===== src/rtl/rf_wport_arbiter_pkg.sv =====
// Shared types and constants for the regfile write-port arbiter.
//   XLEN        : regfile data width
//   REG_IDX_W   : register index width
//   REG_X0      : hardwired-zero register index
//   arb_state_e : arbitration FSM states
//   rf_wr_t     : one regfile write (index + data)
package rf_wport_arbiter_pkg;

  localparam int unsigned XLEN      = 32;
  localparam int unsigned REG_IDX_W = 5;

  localparam logic [REG_IDX_W-1:0] REG_X0 = '0;

  typedef enum logic [0:0] {
    ARB_PRIO0  = 1'b0,
    ARB_FORCE1 = 1'b1
  } arb_state_e;

  typedef struct packed {
    logic [REG_IDX_W-1:0] idx;
    logic [XLEN-1:0]      data;
  } rf_wr_t;

endpackage


===== src/rtl/rf_wport_arbiter_if.sv =====
// Bundle of the two writeback request channels and the regfile write port.
//   s0_*  : main pipeline writeback request (valid/ready/idx/data)
//   s1_*  : multi-cycle unit writeback request (valid/ready/idx/data)
//   rd_*  : registered regfile write enable/index/data
// Modports: slave = arbiter side, master = requesters + regfile side.
interface rf_wport_arbiter_if;
  import rf_wport_arbiter_pkg::*;

  logic                 s0_valid_i;
  logic                 s0_ready_o;
  logic [REG_IDX_W-1:0] s0_idx_i;
  logic [XLEN-1:0]      s0_data_i;

  logic                 s1_valid_i;
  logic                 s1_ready_o;
  logic [REG_IDX_W-1:0] s1_idx_i;
  logic [XLEN-1:0]      s1_data_i;

  logic                 rd_wen_o;
  logic [REG_IDX_W-1:0] rd_idx_o;
  logic [XLEN-1:0]      rd_wdata_o;

  modport slave (
    input  s0_valid_i, s0_idx_i, s0_data_i,
    input  s1_valid_i, s1_idx_i, s1_data_i,
    output s0_ready_o, s1_ready_o,
    output rd_wen_o, rd_idx_o, rd_wdata_o
  );

  modport master (
    output s0_valid_i, s0_idx_i, s0_data_i,
    output s1_valid_i, s1_idx_i, s1_data_i,
    input  s0_ready_o, s1_ready_o,
    input  rd_wen_o, rd_idx_o, rd_wdata_o
  );

endinterface


===== src/rtl/rf_arb_grant.sv =====
// Combinational grant select: picks at most one source from FSM state and valids.
//   state_i    : current arbitration state
//   s0_valid_i : source 0 request
//   s1_valid_i : source 1 request
//   gnt0_o     : source 0 granted
//   gnt1_o     : source 1 granted
module rf_arb_grant
  import rf_wport_arbiter_pkg::*;
(
  input  arb_state_e state_i,
  input  logic       s0_valid_i,
  input  logic       s1_valid_i,
  output logic       gnt0_o,
  output logic       gnt1_o
);

  // Priority flips to source 1 only while the starvation guard is active.
  always_comb begin
    gnt0_o = 1'b0;
    gnt1_o = 1'b0;
    case (state_i)
      ARB_FORCE1: begin
        gnt1_o = s1_valid_i;
        gnt0_o = s0_valid_i & ~s1_valid_i;
      end
      default: begin
        gnt0_o = s0_valid_i;
        gnt1_o = s1_valid_i & ~s0_valid_i;
      end
    endcase
  end

endmodule


===== src/rtl/rf_wport_arbiter.sv =====
// Shares the single regfile write port between the pipeline WB (source 0) and a
// multi-cycle unit (source 1). Source 0 has fixed priority; source 1 is forced
// through after STARVE_MAX blocked cycles. Write port outputs are registered.
//   clk, reset     : clock, synchronous active-high reset
//   bus            : request channels + regfile write port (slave modport)
//   conflict_cnt_o : cycles with both sources requesting (only with RF_ARB_STAT_EN)
// Optional feature macro: RF_ARB_STAT_EN.
module rf_wport_arbiter
  import rf_wport_arbiter_pkg::*;
#(
  parameter int unsigned STARVE_MAX = 8,
  parameter int unsigned CNT_W      = 8
) (
  input  logic                clk,
  input  logic                reset,
  rf_wport_arbiter_if.slave   bus
`ifdef RF_ARB_STAT_EN
  ,
  output logic [31:0]         conflict_cnt_o
`endif
);

  arb_state_e       state_q, state_d;
  logic [CNT_W-1:0] wcnt_q, wcnt_d;
  logic             wen_q, wen_d;
  rf_wr_t           wr_q, wr_d, wr_sel;
  logic             gnt0_raw, gnt1_raw;
  logic             gnt0, gnt1;

  rf_arb_grant u_grant (
    .state_i    (state_q),
    .s0_valid_i (bus.s0_valid_i),
    .s1_valid_i (bus.s1_valid_i),
    .gnt0_o     (gnt0_raw),
    .gnt1_o     (gnt1_raw)
  );

  // Grants, starvation counter, next state and next write-port value.
  always_comb begin
    gnt0 = gnt0_raw & ~reset;
    gnt1 = gnt1_raw & ~reset;

    wr_sel.idx  = gnt1 ? bus.s1_idx_i  : bus.s0_idx_i;
    wr_sel.data = gnt1 ? bus.s1_data_i : bus.s0_data_i;

    // x0 writes are accepted but never reach the regfile; idx/data hold.
    wen_d = (gnt0 | gnt1) && (wr_sel.idx != REG_X0);
    wr_d  = wen_d ? wr_sel : wr_q;

    wcnt_d = (bus.s1_valid_i && !gnt1) ? wcnt_q + CNT_W'(1) : '0;

    state_d = state_q;
    case (state_q)
      ARB_PRIO0: begin
        if (bus.s1_valid_i && !gnt1 && (wcnt_q == CNT_W'(STARVE_MAX - 1)))
          state_d = ARB_FORCE1;
      end
      ARB_FORCE1: begin
        if (gnt1 || !bus.s1_valid_i)
          state_d = ARB_PRIO0;
      end
      default: state_d = ARB_PRIO0;
    endcase
  end

  always_ff @(posedge clk) begin
    if (reset) begin
      state_q <= ARB_PRIO0;
      wcnt_q  <= '0;
      wen_q   <= 1'b0;
      wr_q    <= '0;
    end else begin
      state_q <= state_d;
      wcnt_q  <= wcnt_d;
      wen_q   <= wen_d;
      wr_q    <= wr_d;
    end
  end

  assign bus.s0_ready_o = gnt0;
  assign bus.s1_ready_o = gnt1;
  assign bus.rd_wen_o   = wen_q;
  assign bus.rd_idx_o   = wr_q.idx;
  assign bus.rd_wdata_o = wr_q.data;

`ifdef RF_ARB_STAT_EN
  logic [31:0] conflict_q, conflict_d;

  // Wraps naturally at 2^32.
  always_comb begin
    conflict_d = conflict_q;
    if (bus.s0_valid_i && bus.s1_valid_i)
      conflict_d = conflict_q + 32'd1;
  end

  always_ff @(posedge clk) begin
    if (reset) conflict_q <= '0;
    else       conflict_q <= conflict_d;
  end

  assign conflict_cnt_o = conflict_q;
`endif

endmodule


===== src/flat_wrapper.sv =====
// flat-port wrapper written by rule: the top's interface ports become plain ports
module rf_wport_arbiter_flat import rf_wport_arbiter_pkg::*;
#(
  parameter int unsigned STARVE_MAX = 8,
  parameter int unsigned CNT_W      = 8
)
  (clk, reset, bus_s0_valid_i, bus_s0_idx_i, bus_s0_data_i, bus_s1_valid_i, bus_s1_idx_i, bus_s1_data_i, bus_s0_ready_o, bus_s1_ready_o, bus_rd_wen_o, bus_rd_idx_o, bus_rd_wdata_o);
  rf_wport_arbiter_if bus_i ();
  input  logic clk;
  input  logic reset;
  input wire logic [$bits(bus_i.s0_valid_i)-1:0] bus_s0_valid_i;
  input wire logic [$bits(bus_i.s0_idx_i)-1:0] bus_s0_idx_i;
  input wire logic [$bits(bus_i.s0_data_i)-1:0] bus_s0_data_i;
  input wire logic [$bits(bus_i.s1_valid_i)-1:0] bus_s1_valid_i;
  input wire logic [$bits(bus_i.s1_idx_i)-1:0] bus_s1_idx_i;
  input wire logic [$bits(bus_i.s1_data_i)-1:0] bus_s1_data_i;
  output wire logic [$bits(bus_i.s0_ready_o)-1:0] bus_s0_ready_o;
  output wire logic [$bits(bus_i.s1_ready_o)-1:0] bus_s1_ready_o;
  output wire logic [$bits(bus_i.rd_wen_o)-1:0] bus_rd_wen_o;
  output wire logic [$bits(bus_i.rd_idx_o)-1:0] bus_rd_idx_o;
  output wire logic [$bits(bus_i.rd_wdata_o)-1:0] bus_rd_wdata_o;
  assign bus_i.s0_valid_i = bus_s0_valid_i;
  assign bus_i.s0_idx_i = bus_s0_idx_i;
  assign bus_i.s0_data_i = bus_s0_data_i;
  assign bus_i.s1_valid_i = bus_s1_valid_i;
  assign bus_i.s1_idx_i = bus_s1_idx_i;
  assign bus_i.s1_data_i = bus_s1_data_i;
  assign bus_s0_ready_o = bus_i.s0_ready_o;
  assign bus_s1_ready_o = bus_i.s1_ready_o;
  assign bus_rd_wen_o = bus_i.rd_wen_o;
  assign bus_rd_idx_o = bus_i.rd_idx_o;
  assign bus_rd_wdata_o = bus_i.rd_wdata_o;
  rf_wport_arbiter #(.STARVE_MAX(STARVE_MAX), .CNT_W(CNT_W)) u_core (.clk(clk), .reset(reset), .bus(bus_i));
endmodule

===== config.mk =====
export PLATFORM = sky130hd
export DESIGN_NAME = rf_wport_arbiter_flat
export DESIGN_NICKNAME = d
export VERILOG_FILES = /design/src/rtl/rf_wport_arbiter_pkg.sv /design/src/rtl/rf_wport_arbiter_if.sv /design/src/rtl/rf_arb_grant.sv /design/src/rtl/rf_wport_arbiter.sv /design/src/flat_wrapper.sv
export SDC_FILE = /design/constraint.sdc
export NUM_CORES = 1
export LEC_CHECK = 0
export ABC_AREA = 1
export BUFFER_PORTS_ARGS = -buffer_cell sky130_fd_sc_hd__buf_4
export CELL_PAD_IN_SITES_DETAIL_PLACEMENT = 2
export CELL_PAD_IN_SITES_GLOBAL_PLACEMENT = 2
export CORE_ASPECT_RATIO = 1.4
export CORE_MARGIN = 4
export CORE_UTILIZATION = 23
export CTS_CLUSTER_SIZE = 28
export DETAILED_ROUTE_END_ITERATION = 6
export PLACE_DENSITY_LB_ADDON = 0.1
export SLEW_MARGIN = 0
export SYNTH_ARGS = -nofsm -noshare
export SYNTH_HDL_FRONTEND = slang
export SYNTH_SLANG_ARGS = --single-unit

===== constraint.sdc =====
create_clock -name clk -period 1.9 [get_ports clk]
set_clock_uncertainty 0.05 [all_clocks]
set_input_delay 0.095 -clock clk [delete_from_list [all_inputs] [get_ports clk]]
set_output_delay 0.095 -clock clk [all_outputs]
set_load 0.005 [all_outputs]

* After elaboration in Yosys (flattened, before gate mapping)
Index checks and enable logic that the tools add are counted.
Operators by class: bitwise operators 10, reductions and logical operators 8, add/sub/neg operators 1, eq/ne operators 1, muxes and demuxes 7
Operator list (number):
- two-way mux 32 bit | 1
- adder 8 x 1 -> 8 bit (second input constant) | 1
- equality test 8 x 3 -> 1 bit (second input constant) | 1
- two-way mux 5 bit | 1
- inverter 1 bit | 5
- nonzero test 5 bit | 1
- AND 1 bit | 4
- two-way mux 1 bit | 4
- logical AND 1 bit | 3
- logical NOT 1 bit | 2
- one-hot mux 1 bit (2 select lines) | 1
- OR reduction 2 bit | 1
- logical OR 1 bit | 1
- bitwise OR 1 bit | 1
Storage, ports and cells: register bits after elaboration 47, word-level logic and storage cells 32, bits of input ports 78

* Logic depth before layout (Yosys ltp)
Gate-level depths: netlist (run 1).
depth in word-level cells 9, mapped depth 13, mapped depth without buffers 11

* Cells and area by module
Synthesis (run 1) repeated with hierarchy kept, for this count alone.
Unflattened totals: cell total of the unflattened synthesis 422, area, all modules 2565.0 um2
Modules (own cells, without submodules):
- rf_wport_arbiter | cells each 418, seq. area each 940.9 um2, area each 2537.4 um2, times used 1
- rf_arb_grant | cells each 4, seq. area each 0.0 um2, area each 27.5 um2, times used 1

* Worst setup path after synthesis (run 1)
Ideal clock, no wire load.
kind reg2reg, from register u_core.state_q, to register u_core.wr_q, in the netlist u_core.bus.rd_wdata_o[12], cell stages (with the launch flop) 13, slack 0.321 ns, arrival time 1.417 ns, data required time 1.737 ns, period minus slack after synthesis 1.579 ns, cell sequence dfxtp_1 > inv_1 > nand2_1 > nand2_2 > buf_6 > nand2_1 > o21ai_2 > nand2_1 > o21bai_4 > inv_4 > buf_8 > nor2_1 > nor2_1
On the way: word-level cells in the longest chain between the ends 5, elaborated cells between the ends (all ways) 9, those cells by class mux (4); bitwise (3); reduce/logical (2)
Ends and longest elaborated chain:
- start, declared | RTL line rf_wport_arbiter.sv:23 | arb_state_e state_q, state_d;
- start signal, assigned | RTL line rf_wport_arbiter.sv:73 | state_q <= state_d;
- two-way mux 1 bit | RTL line rf_arb_grant.sv:21 | case (state_i)
- AND 1 bit | RTL line rf_wport_arbiter.sv:41 | gnt1 = gnt1_raw & ~reset;
- two-way mux 5 bit | RTL line rf_wport_arbiter.sv:43 | wr_sel.idx = gnt1 ? bus.s1_idx_i : bus.s0_idx_i;
- nonzero test 5 bit | RTL line rf_wport_arbiter.sv:47 | wen_d = (gnt0 | gnt1) && (wr_sel.idx != REG_X0);
- logical AND 1 bit | RTL line rf_wport_arbiter.sv:47
- end signal, assigned | RTL line rf_wport_arbiter.sv:76 | wr_q <= wr_d;
- end, declared | RTL line rf_wport_arbiter.sv:26 | rf_wr_t wr_q, wr_d, wr_sel;
Parallel ways exist; a longest one is shown, timed or not. A chain may end at the register's enable or synchronous reset.

* Final worst setup path (run 1)
from register u_core.state_q, to register u_core.wr_q, in the netlist u_core.bus.rd_wdata_o[2]
The elaborated chain is that of the path after synthesis.

==> results.md, run 1 <==
* Synth warn at 0
* Hold Crit Class: primary input to register
* Layout cells sized above 1 at 32.7%
* Critical path capture point type: register
* Vias in the first global route at 3252
* Slew headroom at 72.7%
* Ys flop type: dfxtp_1
* Ant diodes at 0
* Routed WL per cell at 13.9 microns
* Final cell count without fillers at 673
* Initial antenna violation count at 0
* Syn Std Cell Area at 2600 sq um
* CTS max path bufs at 2
* DR vias/cell at 4.33
* Largest net degree at the start of global routing at 36
* Worst Tran Pin Value at 0.408 ns
* Total Nets Final at 610
* Drt drc at 0
* Worst Path Required at 2.04 ns
* WL final at 9.32 mm
* Global Route Usage Sum at 14.7%
* Clock Pin Slew Worst Setup and Hold Paths at 0.07 ns
* Post-Syn Instances at 416
* Crit share post-route at 89.7%
* Hold Slack at 0.164 ns
* Count of final hold-check violations at 0
* Sequential share of the synthesized area at 36.1%
* Power density cells at 705 nW/um^2
* Final Max Slew Viols at 0
* Cts bufs inserted at 5
* Synth Register Bits at 47
* Post-route ant nets at 0
* Final design utilization at 34.7%
* # fillers at 1383
* Syn nets at 495
* Area leader, netlist: dfxtp_1
* Syn-to-layout area delta at 46.1%
* Clk sinks at 47
* Kind of critical path: register to register
* Cell variety after synth at 28
* Max_cap viols at 0
* Met2 usage at 27.9%
* Core area at 11000 sq um
* Setup crit start kind: register
* Global route overflow at 0
* RSZ-0062 raised after global routing: false
* Final setup viols at 0
* Die X at 97.9 microns
* CTS H-tree depth at 2
* Routability cong. at 0.770
* Asr flop ratio synth at 0%
* Ranking of synthesized cells by area: dfxtp_1 (36%), nand2_1 (22%), nand3_1 (7.9%)
* Clock latency on the worst-skew pair at 0.29 ns
* GR peak layer: met2
* Max rail drop VDD at 0.297 mV
* Post-synth EDFFs at 0
* TritonRoute pass-1 iters at 3
* Worst-path fanout max at 12
* CTS tree: yes
* Fin crit period at 1.70 ns
* Post-route design area at 3810 sq um
* Leak pwr at 2.05 nW
* Synthesized area per cell at 6.26 sq um
* Drt first-iter violations at 41
* Global Route met3 Usage at 3.38%
* Yosys top cell area share at 36.1%
* Die area at 13100 sq um
* IO Pins at 118
* Post-DP HPWL at 7.13 mm
* Met1 Resource Use GR at 16.1%
* Placed Cells incl. Taps at 663
* Initial core utilization at 23.7%
* Fmax at 0.587 GHz
* Clock Root Buffer: clkbuf_16
* DR vias at 2913
* Num rows at 45
* Post-DP Area at 3600 sq um
* Port bufs at 117
* Vert. Die Dim at 134 microns
* Status: finished clean
* Global-route wire length before repair at 15.8 mm
* CP arrival at 1.84 ns
* Pwr Total at 2.68 mW
-- final timing paths --
check                              startpoint  cells past startpoint                               endpoint  slack [ns]
setup / recovery    u_core.state_q$_SDFF_PP0_                     11  u_core.bus.rd_wdata_o[2]$_SDFFE_PP0P_        0.20
hold / removal               bus_s1_data_i[9]                      7  u_core.bus.rd_wdata_o[9]$_SDFFE_PP0P_        0.16
setup reg to reg    u_core.state_q$_SDFF_PP0_                     11  u_core.bus.rd_wdata_o[2]$_SDFFE_PP0P_        0.20
hold reg to reg   u_core.wcnt_q[0]$_SDFF_PP0_                      1            u_core.wcnt_q[0]$_SDFF_PP0_        0.41
-- per-layer routing --
metal / up-vias / part of all wire [%]
li1: 1473 / -
met1: 1360 / 38
met2: 70 / 55
met3: 10 / 5.3
met4: 0 / 1.4
met5: - / 0
-- Yosys cell counts (2+ instances only) --
| cell type | count |
|---|---|
| nand2_1 | 151 |
| nor2_1 | 53 |
| inv_1 | 49 |
| dfxtp_1 | 47 |
| nand3_1 | 41 |
| nor2_2 | 30 |
| clkbuf_1 | 9 |
| a21oi_1 | 5 |
| buf_6 | 4 |
| buf_1 | 3 |
| buf_8 | 3 |
| nand2_2 | 3 |
| o21ai_0 | 2 |
| o21ai_2 | 2 |
-- stage by stage --
step           worst slack (ns)  TNS, ns
3_5_place_dp            -0.0252  -0.0454
5_1_grt                 0.00492        0
4_1_cts                  0.0479        0
6_report                  0.196        0
2_1_floorplan             0.321        0
3_3_place_gp              0.141        0
-- cell type report --
type	count	area, sq um	share of cell area, %
Sequential cell	47	941	24.7
Timing Repair Buffer	127	981	25.8
Tap cell	141	176	4.64
Clock buffer	8	156	4.11
Multi-Input combinational cell	299	1360	35.7
Inverter	51	194	5.10
-- logic make-up (layout without fill, tap and decap cells) --
group | Yosys count | count (layout) | synth area share, %
simple gates | 285 | 285 | 47.1
fa+ha+maj | 1 | 1 | 0.480
xor+xnor | 1 | 1 | 0.336
buf+inv | 70 | 186 | 12.6
compound gates | 12 | 12 | 3.31
flops | 47 | 47 | 36.1
-- cells in the final DEF (no fill, tap or decap), types with 2 or more instances in the layout --
master and count:
a21oi_1 5, buf_12 2, buf_4 124, clkbuf_16 5
clkbuf_8 2, dfxtp_1 47, inv_1 49, nand2_1 150
nand2_2 3, nand3_1 41, nor2_1 53, nor2_2 30
o21ai_0 2, o21ai_4 2
-- where the power goes --
part | switching [mW] | internal [mW] | leakage (nW) | total (mW)
combinational | 0.306 | 0.326 | 1.59 | 0.632
clock | 0.382 | 0.561 | 0.0772 | 0.943
sequential | 0.0470 | 1.06 | 0.388 | 1.11
-- worst max-delay path, cell delays in order, from the launching register on --
cell and delay, ns:
dfxtp_1 0.33, inv_1 0.08, nand2_2 0.10, nand2_4 0.13, nand2_1 0.09, nand2_1 0.11
nand3_1 0.12, o21bai_4 0.19, inv_4 0.05, buf_4 0.19, nor2_1 0.10, nor2_1 0.05
-- flip-flops by register name (all words and copies together), names as in the netlist --
| register | count |
|---|---|
| u_core.bus.rd_wdata_o | 32 |
| u_core.state_q | 1 |
| u_core.bus.rd_idx_o | 5 |
| u_core.bus.rd_wen_o | 1 |
| u_core.wcnt_q | 8 |
-- timing repair --
| item | CTS | global route |
|---|---|---|
| gates resized for setup | 1 | 5 |
| pin swaps | 0 | 2 |
| setup buffers | 0 | 1 |
| endpoints found under the setup margin | 14 | 35 |
| endpoints found under the hold margin | 2 | 0 |
| hold buffers | 1 | 0 |
Power figures use the tool's default switching activity.
==> run 2: changes to the inputs <==
Settings changed: ABC_AREA 1 to unset, CORE_UTILIZATION 23 to 26.
==> results.md, run 2 <==
* Status: finished clean
* Clock latency on the worst-skew pair at 0.28 ns (about the same)
* Num rows at 40 (-11%)
* Number of hold buffers added after cts at 0 (-1)
* Cts bufs inserted at 5 (unchanged)
* Drt first-iter violations at 29 (-29%)
* Max rail drop VDD at 0.341 mV (+15%)
* Critical path capture point type: primary output
* Setup_tns at 0 ns (unchanged)
* Syn Std Cell Area at 2330 sq um (-11%)
* Initial antenna violation count at 0 (unchanged)
* Placed Cells incl. Taps at 443 (-33%)
* Port bufs at 117 (unchanged)
* CP arrival at 1.45 ns (-0.39 ns)
* Slowest CP cell: dfxtp_1
* Die area at 10600 sq um (-19%)
* CTS H-tree depth at 2 (unchanged)
* Drt drc at 0 (unchanged)
* Global-route wire length before repair at 11.1 mm (-30%)
* Setup repair bufs after CTS at 0 (unchanged)
* Final setup viols at 0 (unchanged)
* Post-synth EDFFs at 0 (unchanged)
* Most frequent cells in the layout: buf_4 (120), mux2i_1 (67), dfxtp_1 (47), nand2_1 (34), nor2_1 (10)
* Vias in the first global route at 2256 (-31%)
* Worst Tran Pin Value at 0.623 ns (+0.215 ns)
* Post-Syn Instances at 228 (-45%)
* Core area at 8660 sq um (-21%)
* Routability cong. at 0.714 (-7.2%)
* Clock Root Buffer: clkbuf_16
* Fin crit period at 1.60 ns (-0.107 ns)
* Syn nets at 307 (-38%)
* Final cell count without fillers at 451 (-33%)
* Largest net degree at the start of global routing at 33 (-8.3%)
* Worst Path Required at 1.75 ns (-0.29 ns)
* CTS max path bufs at 2 (unchanged)
* Total Nets Final at 424 (-30%)
* Most frequent cell after synthesis: mux2i_1
* Hold Crit Class: primary input to register
* Die X at 88.0 microns (-10%)
* Clk sinks at 47 (unchanged)
* Routed WL per cell at 15.5 microns (+12%)
* Yosys top cell area share at 40.4% (+4.2 points)
* Family with the most delay on the worst path: buffers and inverters
* RSZ-0062 raised after global routing: false
* Leak pwr at 1.87 nW (-9.0%)
* Count of final hold-check violations at 0 (unchanged)
* CP Cell Sequence: nand2b_1, nand2_2, buf_4, inv_2, buf_4
* Ant diodes at 0 (unchanged)
* Final Max Slew Viols at 0 (unchanged)
* Commonest non-fill, non-tap cell in the layout: buf_4
* Layout cells sized above 1 at 40.2% (+7.5 points)
* PnR worst setup slack at 0.304 ns (+0.107 ns)
* Clock Pin Slew Worst Setup and Hold Paths at 0.06 ns (about the same)
* DR vias/cell at 4.72 (+9.1%)
* Global Route Usage Sum at 13.3% (-1.3 points)
* Synth warn at 0 (unchanged)
* Area leader, netlist: dfxtp_1
* Initial core utilization at 26.9% (+3.2 points)
* Ys flop type: dfxtp_1
* Slew headroom at 58.2% (-15 points)
* Max_cap viols at 0 (unchanged)
* Global route overflow at 0 (unchanged)
* TritonRoute pass-1 iters at 3 (unchanged)
* Power density cells at 770 nW/um^2 (+9.3%)
* Kind of critical path: register to primary output
* Syn-to-layout area delta at 47.7%
* IO Pins at 118 (unchanged)
* WL final at 7.01 mm (-25%)
* DR vias at 2130 (-27%)
* Synth Register Bits at 47 (unchanged)
* Critical path's most frequent cell: buf_4
* Crit share post-route at 84.0% (-5.7 points)
* Sequential share of the synthesized area at 40.4% (+4.2 points)
* Worst-path fanout max at 14 (+2)
* Slowest stage delay, CP at 0.33 ns (about the same)
* Vert. Die Dim at 120 microns (-10%)
* Hold Slack at 0.0335 ns (-0.131 ns)
* # fillers at 976 (-29%)
* PostCTS Resize Cnt at 0 (-1)
* Post-route ant nets at 0 (unchanged)
* WP buf/inv at 3 (unchanged)
* Max FFs per register at 32 (unchanged)
* Setup crit start kind: register
* Asr flop ratio synth at 0% (unchanged)
* CTS tree: yes
* Dpl ws at 0.257 ns (+0.283 ns)
* Post-DP HPWL at 5.57 mm (-22%)
* Ranking of synthesized cells by area: dfxtp_1 (40%), mux2i_1 (29%), nand2_1 (5.5%)
* Cell variety after synth at 41 (+46%)
* Synthesized area per cell at 10.2 sq um (+63%)
* Fmax at 0.626 GHz (+6.7%)
* Most frequent cells after synthesis: mux2i_1 (67), dfxtp_1 (47), nand2_1 (34)
run 2: cell count changes after synthesis, moves of 4 or more:
cell,previous run,this run
clkbuf_1,9,0
nand2_1,151,34
nor2_1,53,10
nor2_2,30,0
mux2i_1,0,67
nand3_1,41,6
and3_1,0,4
inv_1,49,3
run 2: power breakdown:
| part | switching (mW) | internal (mW) |
|---|---|---|
| logic | 0.213 | 0.319 |
| clock network | 0.382 | 0.621 |
| registers | 0.0441 | 1.07 |
| total | 0.638 | 2.01 |
run 2: routing by layer:
metal | GRT usage, % | share of wire [%] | wire (microns) | vias up
li1 | - | - | - | 1032
met1 | 15.6 | 40 | 2780 | 1027
met2 | 24.3 | 52 | 3670 | 67
met3 | 2.47 | 7.1 | 500 | 4
met4 | 3.50 | 0.80 | 56 | 0
met5 | 0 | 0 | 0 | -
run 2: final cells by class:
class                   count  area, sq um  share of cell area (%)
multi-input cells         163         1240                    36.0
flip-flops and latches     47          941                    27.3
repair buffers            122          941                    27.3
well taps                 105          131                    3.82
clock buffers               5          125                    3.63
clock inverters             3         43.8                    1.27
inverters                   6         22.5                   0.654
run 2: stage by stage:
| step | util, % | cell area (sq um) | power (mW) |
|---|---|---|---|
| after detailed placement | 37.8 | 3270 | 1.69 |
| after CTS | 39.8 | 3440 | 2.71 |
| after global placement | 37.8 | 3270 | 1.68 |
| after floorplan | - | 2330 | 1.37 |
| final | 39.8 | 3440 | 2.65 |
| after global routing | 39.8 | 3440 | 2.82 |
run 2: cell families (layout without fill, tap and decap cells):
group	count (synthesis)	count (layout)	share of synthesized area [%]
AO/OA/AOI/OAI	17	17	5.80
XOR/XNOR	6	6	2.25
adder cells (fa/ha/maj)	1	1	0.537
AND/OR/NAND/NOR	72	72	15.3
buffers and inverters	18	136	6.98
flip-flops	47	47	40.4
multiplexers	67	67	28.8
run 2: path summary, 6_finish.rpt:
path	to	cells past startpoint	slack (ns)	start
setup reg to reg	u_core.bus.rd_wdata_o[29]$_SDFFE_PP0P_	5	0.38	u_core.state_q$_SDFF_PP0_
setup / recovery	bus_s1_ready_o	5	0.30	u_core.state_q$_SDFF_PP0_
hold / removal	u_core.bus.rd_wdata_o[30]$_SDFFE_PP0P_	3	0.03	bus_s1_data_i[30]
hold reg to reg	u_core.wcnt_q[0]$_SDFF_PP0_	1	0.40	u_core.wcnt_q[0]$_SDFF_PP0_
run 2: worst reg2reg max path: stages, from the launching register on:
cell,delay [ns]
dfxtp_1,0.33
nand2b_1,0.21
nand2_2,0.16
buf_4,0.29
mux2i_1,0.28
mux2i_1,0.09
